`src/rtl/text_buffer_arbiter.sv`:
```
// text_buffer_arbiter
//   Owns the character buffer read by the text engine and shares its single
//   write port between two requesters (A and B) with req/ack round-robin
//   arbitration. After reset, or on a clearReq pulse, the whole buffer is
//   filled with CLEAR_CHAR, one entry per cycle.
//
// Ports
//   clk          clock, all state changes on posedge
//   resetn       synchronous active-low reset
//   charAddress  text-engine read address
//   charOutput   mem[charAddress], combinational (old byte until the write edge)
//   wrReqA/B     write request, held until the matching ack
//   wrAddrA/B    write address, stable while the request is high
//   wrDataA/B    write data, stable while the request is high
//   wrAckA/B     the requester's write commits at this clock edge
//   clearReq     one-cycle pulse that starts a full clear (ignored while busy)
//   busy         clear in progress (also high while resetn is low)
module text_buffer_arbiter #(
    parameter int         ADDR_W     = 6,
    parameter logic [7:0] CLEAR_CHAR = 8'h20
) (
    input  logic              clk,
    input  logic              resetn,
    input  logic [ADDR_W-1:0] charAddress,
    output logic [7:0]        charOutput,
    input  logic              wrReqA,
    input  logic [ADDR_W-1:0] wrAddrA,
    input  logic [7:0]        wrDataA,
    output logic              wrAckA,
    input  logic              wrReqB,
    input  logic [ADDR_W-1:0] wrAddrB,
    input  logic [7:0]        wrDataB,
    output logic              wrAckB,
    input  logic              clearReq,
    output logic              busy
);

    localparam int DEPTH = 2 ** ADDR_W;

    typedef enum logic {
        IDLE  = 1'b0,
        CLEAR = 1'b1
    } state_t;

    state_t            state;
    logic [ADDR_W-1:0] clrIdx;
    logic              lastGrant;   // 0 = A was granted last, 1 = B

    logic [7:0]        mem [DEPTH];

    logic              arbOpen;
    logic              wrEn;
    logic [ADDR_W-1:0] wrAddr;
    logic [7:0]        wrData;

    assign charOutput = mem[charAddress];

    assign busy = !resetn || (state == CLEAR);

    // Arbitration is only open in IDLE with no clear being requested;
    // a clear request always beats pending writes.
    assign arbOpen = resetn && (state == IDLE) && !clearReq;

    // On contention the requester that was not granted last wins.
    always_comb begin
        wrAckA = 1'b0;
        wrAckB = 1'b0;
        if (arbOpen) begin
            if (wrReqA && wrReqB) begin
                wrAckA = lastGrant;
                wrAckB = !lastGrant;
            end else begin
                wrAckA = wrReqA;
                wrAckB = wrReqB;
            end
        end
    end

    // Single write port: clear sweep or the granted requester.
    always_comb begin
        wrEn   = 1'b0;
        wrAddr = '0;
        wrData = '0;
        if (resetn && state == CLEAR) begin
            wrEn   = 1'b1;
            wrAddr = clrIdx;
            wrData = CLEAR_CHAR;
        end else if (wrAckA) begin
            wrEn   = 1'b1;
            wrAddr = wrAddrA;
            wrData = wrDataA;
        end else if (wrAckB) begin
            wrEn   = 1'b1;
            wrAddr = wrAddrB;
            wrData = wrDataB;
        end
    end

    always_ff @(posedge clk) begin
        if (wrEn) begin
            mem[wrAddr] <= wrData;
        end
    end

    always_ff @(posedge clk) begin
        if (!resetn) begin
            state     <= CLEAR;
            clrIdx    <= '0;
            lastGrant <= 1'b1;  // A wins the first tie
        end else begin
            case (state)
                CLEAR: begin
                    clrIdx <= clrIdx + 1'b1;
                    if (clrIdx == ADDR_W'(DEPTH - 1)) begin
                        state <= IDLE;
                    end
                end
                default: begin
                    if (clearReq) begin
                        state  <= CLEAR;
                        clrIdx <= '0;
                    end else if (wrAckA) begin
                        lastGrant <= 1'b0;
                    end else if (wrAckB) begin
                        lastGrant <= 1'b1;
                    end
                end
            endcase
        end
    end

endmodule

```
`config.mk`:
```
export PLATFORM = sky130hd
export DESIGN_NAME = text_buffer_arbiter
export DESIGN_NICKNAME = d
export VERILOG_FILES = /design/src/rtl/text_buffer_arbiter.sv
export SDC_FILE = /design/constraint.sdc
export NUM_CORES = 1
export LEC_CHECK = 0
export ABC_AREA = 0
export BUFFER_PORTS_ARGS = -buffer_cell sky130_fd_sc_hd__buf_4
export CAP_MARGIN = 15
export CORE_UTILIZATION = 55
export DETAILED_ROUTE_END_ITERATION = 10
export HOLD_SLACK_MARGIN = 0.15
export MAX_ROUTING_LAYER = met4
export PLACE_DENSITY = 0.72
export SYNTH_ARGS = -nofsm -noshare
export SYNTH_HDL_FRONTEND = slang
export SYNTH_SLANG_ARGS = --single-unit
```
`constraint.sdc`:
```
create_clock -name clk -period 6 [get_ports clk]
set_clock_uncertainty 0.1 [all_clocks]
set_input_delay 1.5 -clock clk [delete_from_list [all_inputs] [get_ports clk]]
set_output_delay 1.5 -clock clk [all_outputs]
set_load 0.01 [all_outputs]
```
==> results_dict.tcl <==
set metrics [dict create \
    result_of_the_run "finished clean" \
    timing.final.setup_violations 0 \
    half_perimeter_wire_length_after_placement_um 27500 \
    startpoint "charAddress[0]" \
    tightestPinTransition_ns 0.929 \
    h-tree-depth 2 \
    crit_path_max_fanout 35 \
    postRouteWirelength_um 45000 \
    tritoncts "yes" \
    worst_path_largest_cell_delay_ns 0.55 \
    max_slew_margin_pct 37.9 \
    floorplan.die.width_um 195 \
    hold-path-cell-count 1 \
    clock.fmax_mhz 186 \
    seq_power_share_pct 55.8 \
    area.growth.synth_to_final_pct 13.5 \
    setup-tns-final_ns 0 \
    clock_transition_at_the_registers_of_the_reported_paths_ns 0.06 \
    final.min_clock_period_ns 5.36 \
    top_signal_layer_used "met4" \
    start_util_pct 56.0 \
    timing.setup.critical_path_class "input port to primary output" \
    cp_num_buf_inv 3 \
    rsz0062_at_grt "no" \
    design.die.area_sq_um 38000 \
    dominant_register_cell_in_the_synthesized_netlist "sky130_fd_sc_hd__edfxtp_1" \
    avgViaCountPerCell 6.51 \
    ir_drop_uv 225 \
    worst_r2r_path_depth 6 \
    max_cap_violations 0 \
    cell_area_after_synthesis_sq_um 20500 \
    place.gp.congestion 0.838 \
    combPwrFrac_pct 3.9 \
    drc 0 \
    hold_path.startpoint "lastGrant$_SDFFE_PN1P_" \
    avgSynthCellArea_sq_um 20.7 \
    fp-row-count 70 \
    route.antenna.remaining_nets 0 \
    io-pin-count 50 \
    yosys_warnings 0 \
    worstSetupPathDepth 8 \
    cp_cell_sequence "clkbuf_8 -> buf_12 -> mux4_2 -> o22ai_1 -> nor3_1 -> o211ai_1 -> o21ai_0 -> buf_4" \
    crit_path_end_kind "primary output" \
    hold_path_class "flop to flop" \
    grt_first_pass_wirelength_um 67800 \
    route.met2.wl_um 21400 \
    swShare_pct 20.2 \
    postSynthCellCount 991 \
    timing.final.crit_share_pct 89.4 \
    required_ns 4.40 \
    synth-edff-count 512 \
    worstSetupStartpointType "input port" \
    r2r_start "state$_SDFF_PN1_" \
    core_region_area_sq_um 36600 \
    report.final.slew_viol_count 0 \
    count_of_final_hold_check_violations 0 \
    io_buffer_count 49 \
    final_net_count 1138 \
    insertedDiodeCount 0 \
    grt_antenna_before_repair 1 \
    met3_length_um 3760 \
    root_buffer "sky130_fd_sc_hd__clkbuf_16" \
    cell_family_with_the_largest_share_of_critical_path_delay "buffers and inverters" \
    chipHeight_um 195 \
    internal_power_mw 5.64 \
    power-per-cell-area_nw_per_um2 304 \
    leakage_nw 6.60 \
    clock_power_share_pct 40.2 \
    drt-initial-drc-count 1185 \
    grt_use_total_pct 25.3 \
    ys_seq_elements 520 \
    postSynth.asyncResetShare_pct 0 \
    post-cts-setup-buffer-count 0 \
    total_routed_wire_length_on_the_met1_layer_um 18700 \
    first_global_vias 10500 \
    clk-insertion-delay-late_ns 0.56 \
    wl_per_cell_um 28.1 \
    grt-ovfl-total 0 \
    cts_buffers 48 \
    cts.sink_count 520 \
    synthDistinctLibCells 46 \
    post_cts_resize_count 0 \
    ctsLongestPathBuffers 3 \
    final_layout_size_suffix_gt1_share_pct 28.7 \
    critical_path_top_delay_cell "sky130_fd_sc_hd__mux4_2" \
    total_switching_power_mw 1.43 \
    synth_fp_nets 1031 \
    cts_hold_repair.buffers 0 \
    register_area_share_after_synthesis_pct 75.8 \
    critical_path_arrival_ns 3.76 \
    router_iterations_before_antenna_repair 5 \
    finalHoldWorstSlack_ns 0.411 \
    vias 10400 \
    grt_max_degree 65 \
]
==> power by group through the flow <==
stage	logic, mW	clock network [mW]	registers (mW)
detailed placement	0.276	0	4.03
CTS	0.277	2.88	3.95
global route	0.294	3.01	3.95
floorplan	0.172	0	4.03
global placement	0.272	0	4.03
finish	0.277	2.85	3.95
==> cell type report <==
| cell class | instances | area, sq um |
|---|---|---|
| tap | 468 | 586 |
| inverter | 3 | 11.3 |
| clock inverter | 29 | 189 |
| clock buffer | 57 | 1260 |
| multi-input combinational | 412 | 4690 |
| timing repair buffer | 113 | 992 |
| sequential | 520 | 15500 |
| fill | 2442 | 13400 |
==> metrics by stage <==
step / setup WS, ns / total power, mW / util, % / cells / cell area, sq um
2_1_floorplan: 1.22 / 4.20 / - / 991 / 20500
3_3_place_gp: 0.611 / 4.30 / 59.3 / 1511 / 21700
3_5_place_dp: 0.594 / 4.30 / 59.3 / 1511 / 21700
4_1_cts: 0.578 / 7.11 / 63.2 / 1597 / 23200
5_1_grt: 0.485 / 7.25 / 63.5 / 1602 / 23300
6_report: 0.637 / 7.08 / 63.5 / 1602 / 23300
==> cells in the mapped netlist (2+ instances only) <==
cell type / instances / area share (%)
sky130_fd_sc_hd__o311ai_0: 3 / 0.13
sky130_fd_sc_hd__nand3b_1: 4 / 0.15
sky130_fd_sc_hd__a221oi_1: 4 / 0.17
sky130_fd_sc_hd__buf_1: 8 / 0.15
sky130_fd_sc_hd__mux4_2: 133 / 15
sky130_fd_sc_hd__buf_4: 9 / 0.33
sky130_fd_sc_hd__nor3_1: 11 / 0.27
sky130_fd_sc_hd__buf_2: 17 / 0.42
sky130_fd_sc_hd__nor3b_1: 3 / 0.11
sky130_fd_sc_hd__or3_1: 3 / 0.092
sky130_fd_sc_hd__a21oi_1: 6 / 0.15
sky130_fd_sc_hd__a41oi_1: 2 / 0.086
sky130_fd_sc_hd__a22o_1: 7 / 0.30
sky130_fd_sc_hd__o21a_1: 3 / 0.11
sky130_fd_sc_hd__mux2i_1: 15 / 0.73
sky130_fd_sc_hd__nor2_1: 74 / 1.4
sky130_fd_sc_hd__a22oi_1: 4 / 0.15
sky130_fd_sc_hd__o221ai_1: 8 / 0.34
sky130_fd_sc_hd__a31oi_1: 3 / 0.092
sky130_fd_sc_hd__nand3_1: 20 / 0.49
sky130_fd_sc_hd__nand2_1: 21 / 0.38
sky130_fd_sc_hd__o21ai_0: 12 / 0.29
sky130_fd_sc_hd__dfxtp_1: 8 / 0.78
sky130_fd_sc_hd__and3_1: 7 / 0.21
sky130_fd_sc_hd__clkbuf_1: 22 / 0.40
sky130_fd_sc_hd__nor2b_1: 14 / 0.43
sky130_fd_sc_hd__o211ai_1: 3 / 0.11
sky130_fd_sc_hd__mux2_2: 6 / 0.33
sky130_fd_sc_hd__a311oi_1: 3 / 0.13
sky130_fd_sc_hd__edfxtp_1: 512 / 75
sky130_fd_sc_hd__o22ai_1: 12 / 0.37
sky130_fd_sc_hd__nand2b_1: 9 / 0.27
sky130_fd_sc_hd__inv_1: 2 / 0.037
sky130_fd_sc_hd__a221o_1: 6 / 0.29
sky130_fd_sc_hd__and2_1: 2 / 0.061
sky130_fd_sc_hd__o41ai_1: 3 / 0.13
sky130_fd_sc_hd__a2111oi_0: 3 / 0.13
==> state kept, by name, summed over array words and instances (netlist names) <==
| name | flops |
|---|---|
| clrIdx | 6 |
| lastGrant | 1 |
| mem | 512 |
| state | 1 |
==> cells by family (layout without fill, tap and decap cells) <==
family                     count (synthesis)  in the layout  synth area share, %
AOI/OAI and AO/OA                         88             88                 3.22
adders and majority gates                  1              1               0.0611
buffers and inverters                     59            202                 1.35
DFF                                      520            520                 75.8
muxes                                    154            154                 15.7
and+or+nand+nor                          169            169                 3.85
==> worst paths after layout <==
path / end / slack (ns)
hold / removal: lastGrant$_SDFFE_PN1P_ / 0.41
setup / recovery: charOutput[2] / 0.64
setup reg to reg: mem[12][2]$_DFFE_PP_ / 2.03
hold reg to reg: lastGrant$_SDFFE_PN1P_ / 0.41
==> layer usage <==
metal,global-route usage [%],up-vias
li1,-,4369
met1,36.9,5442
met2,37.9,536
met3,4.21,79
met4,6.79,0
met5,-,-
==> layout by cell type, fill, tap and decap left out, types with 7 or more instances in the layout <==
master,synthesis,layout
sky130_fd_sc_hd__edfxtp_1,512,512
sky130_fd_sc_hd__mux4_2,133,133
sky130_fd_sc_hd__buf_4,9,101
sky130_fd_sc_hd__nor2_1,74,74
sky130_fd_sc_hd__clkbuf_16,0,49
sky130_fd_sc_hd__nand2_1,21,21
sky130_fd_sc_hd__nand3_1,20,20
sky130_fd_sc_hd__mux2i_1,15,15
sky130_fd_sc_hd__clkinv_1,0,15
sky130_fd_sc_hd__nor2b_1,14,14
sky130_fd_sc_hd__o22ai_1,12,12
sky130_fd_sc_hd__o21ai_0,12,12
sky130_fd_sc_hd__nor3_1,11,11
sky130_fd_sc_hd__buf_12,0,11
sky130_fd_sc_hd__nand2b_1,9,9
sky130_fd_sc_hd__o221ai_1,8,8
sky130_fd_sc_hd__clkinv_2,0,8
sky130_fd_sc_hd__clkbuf_1,22,8
sky130_fd_sc_hd__dfxtp_1,8,8
sky130_fd_sc_hd__and3_1,7,7
sky130_fd_sc_hd__a22o_2,0,7
Power figures use the tool's default switching activity.
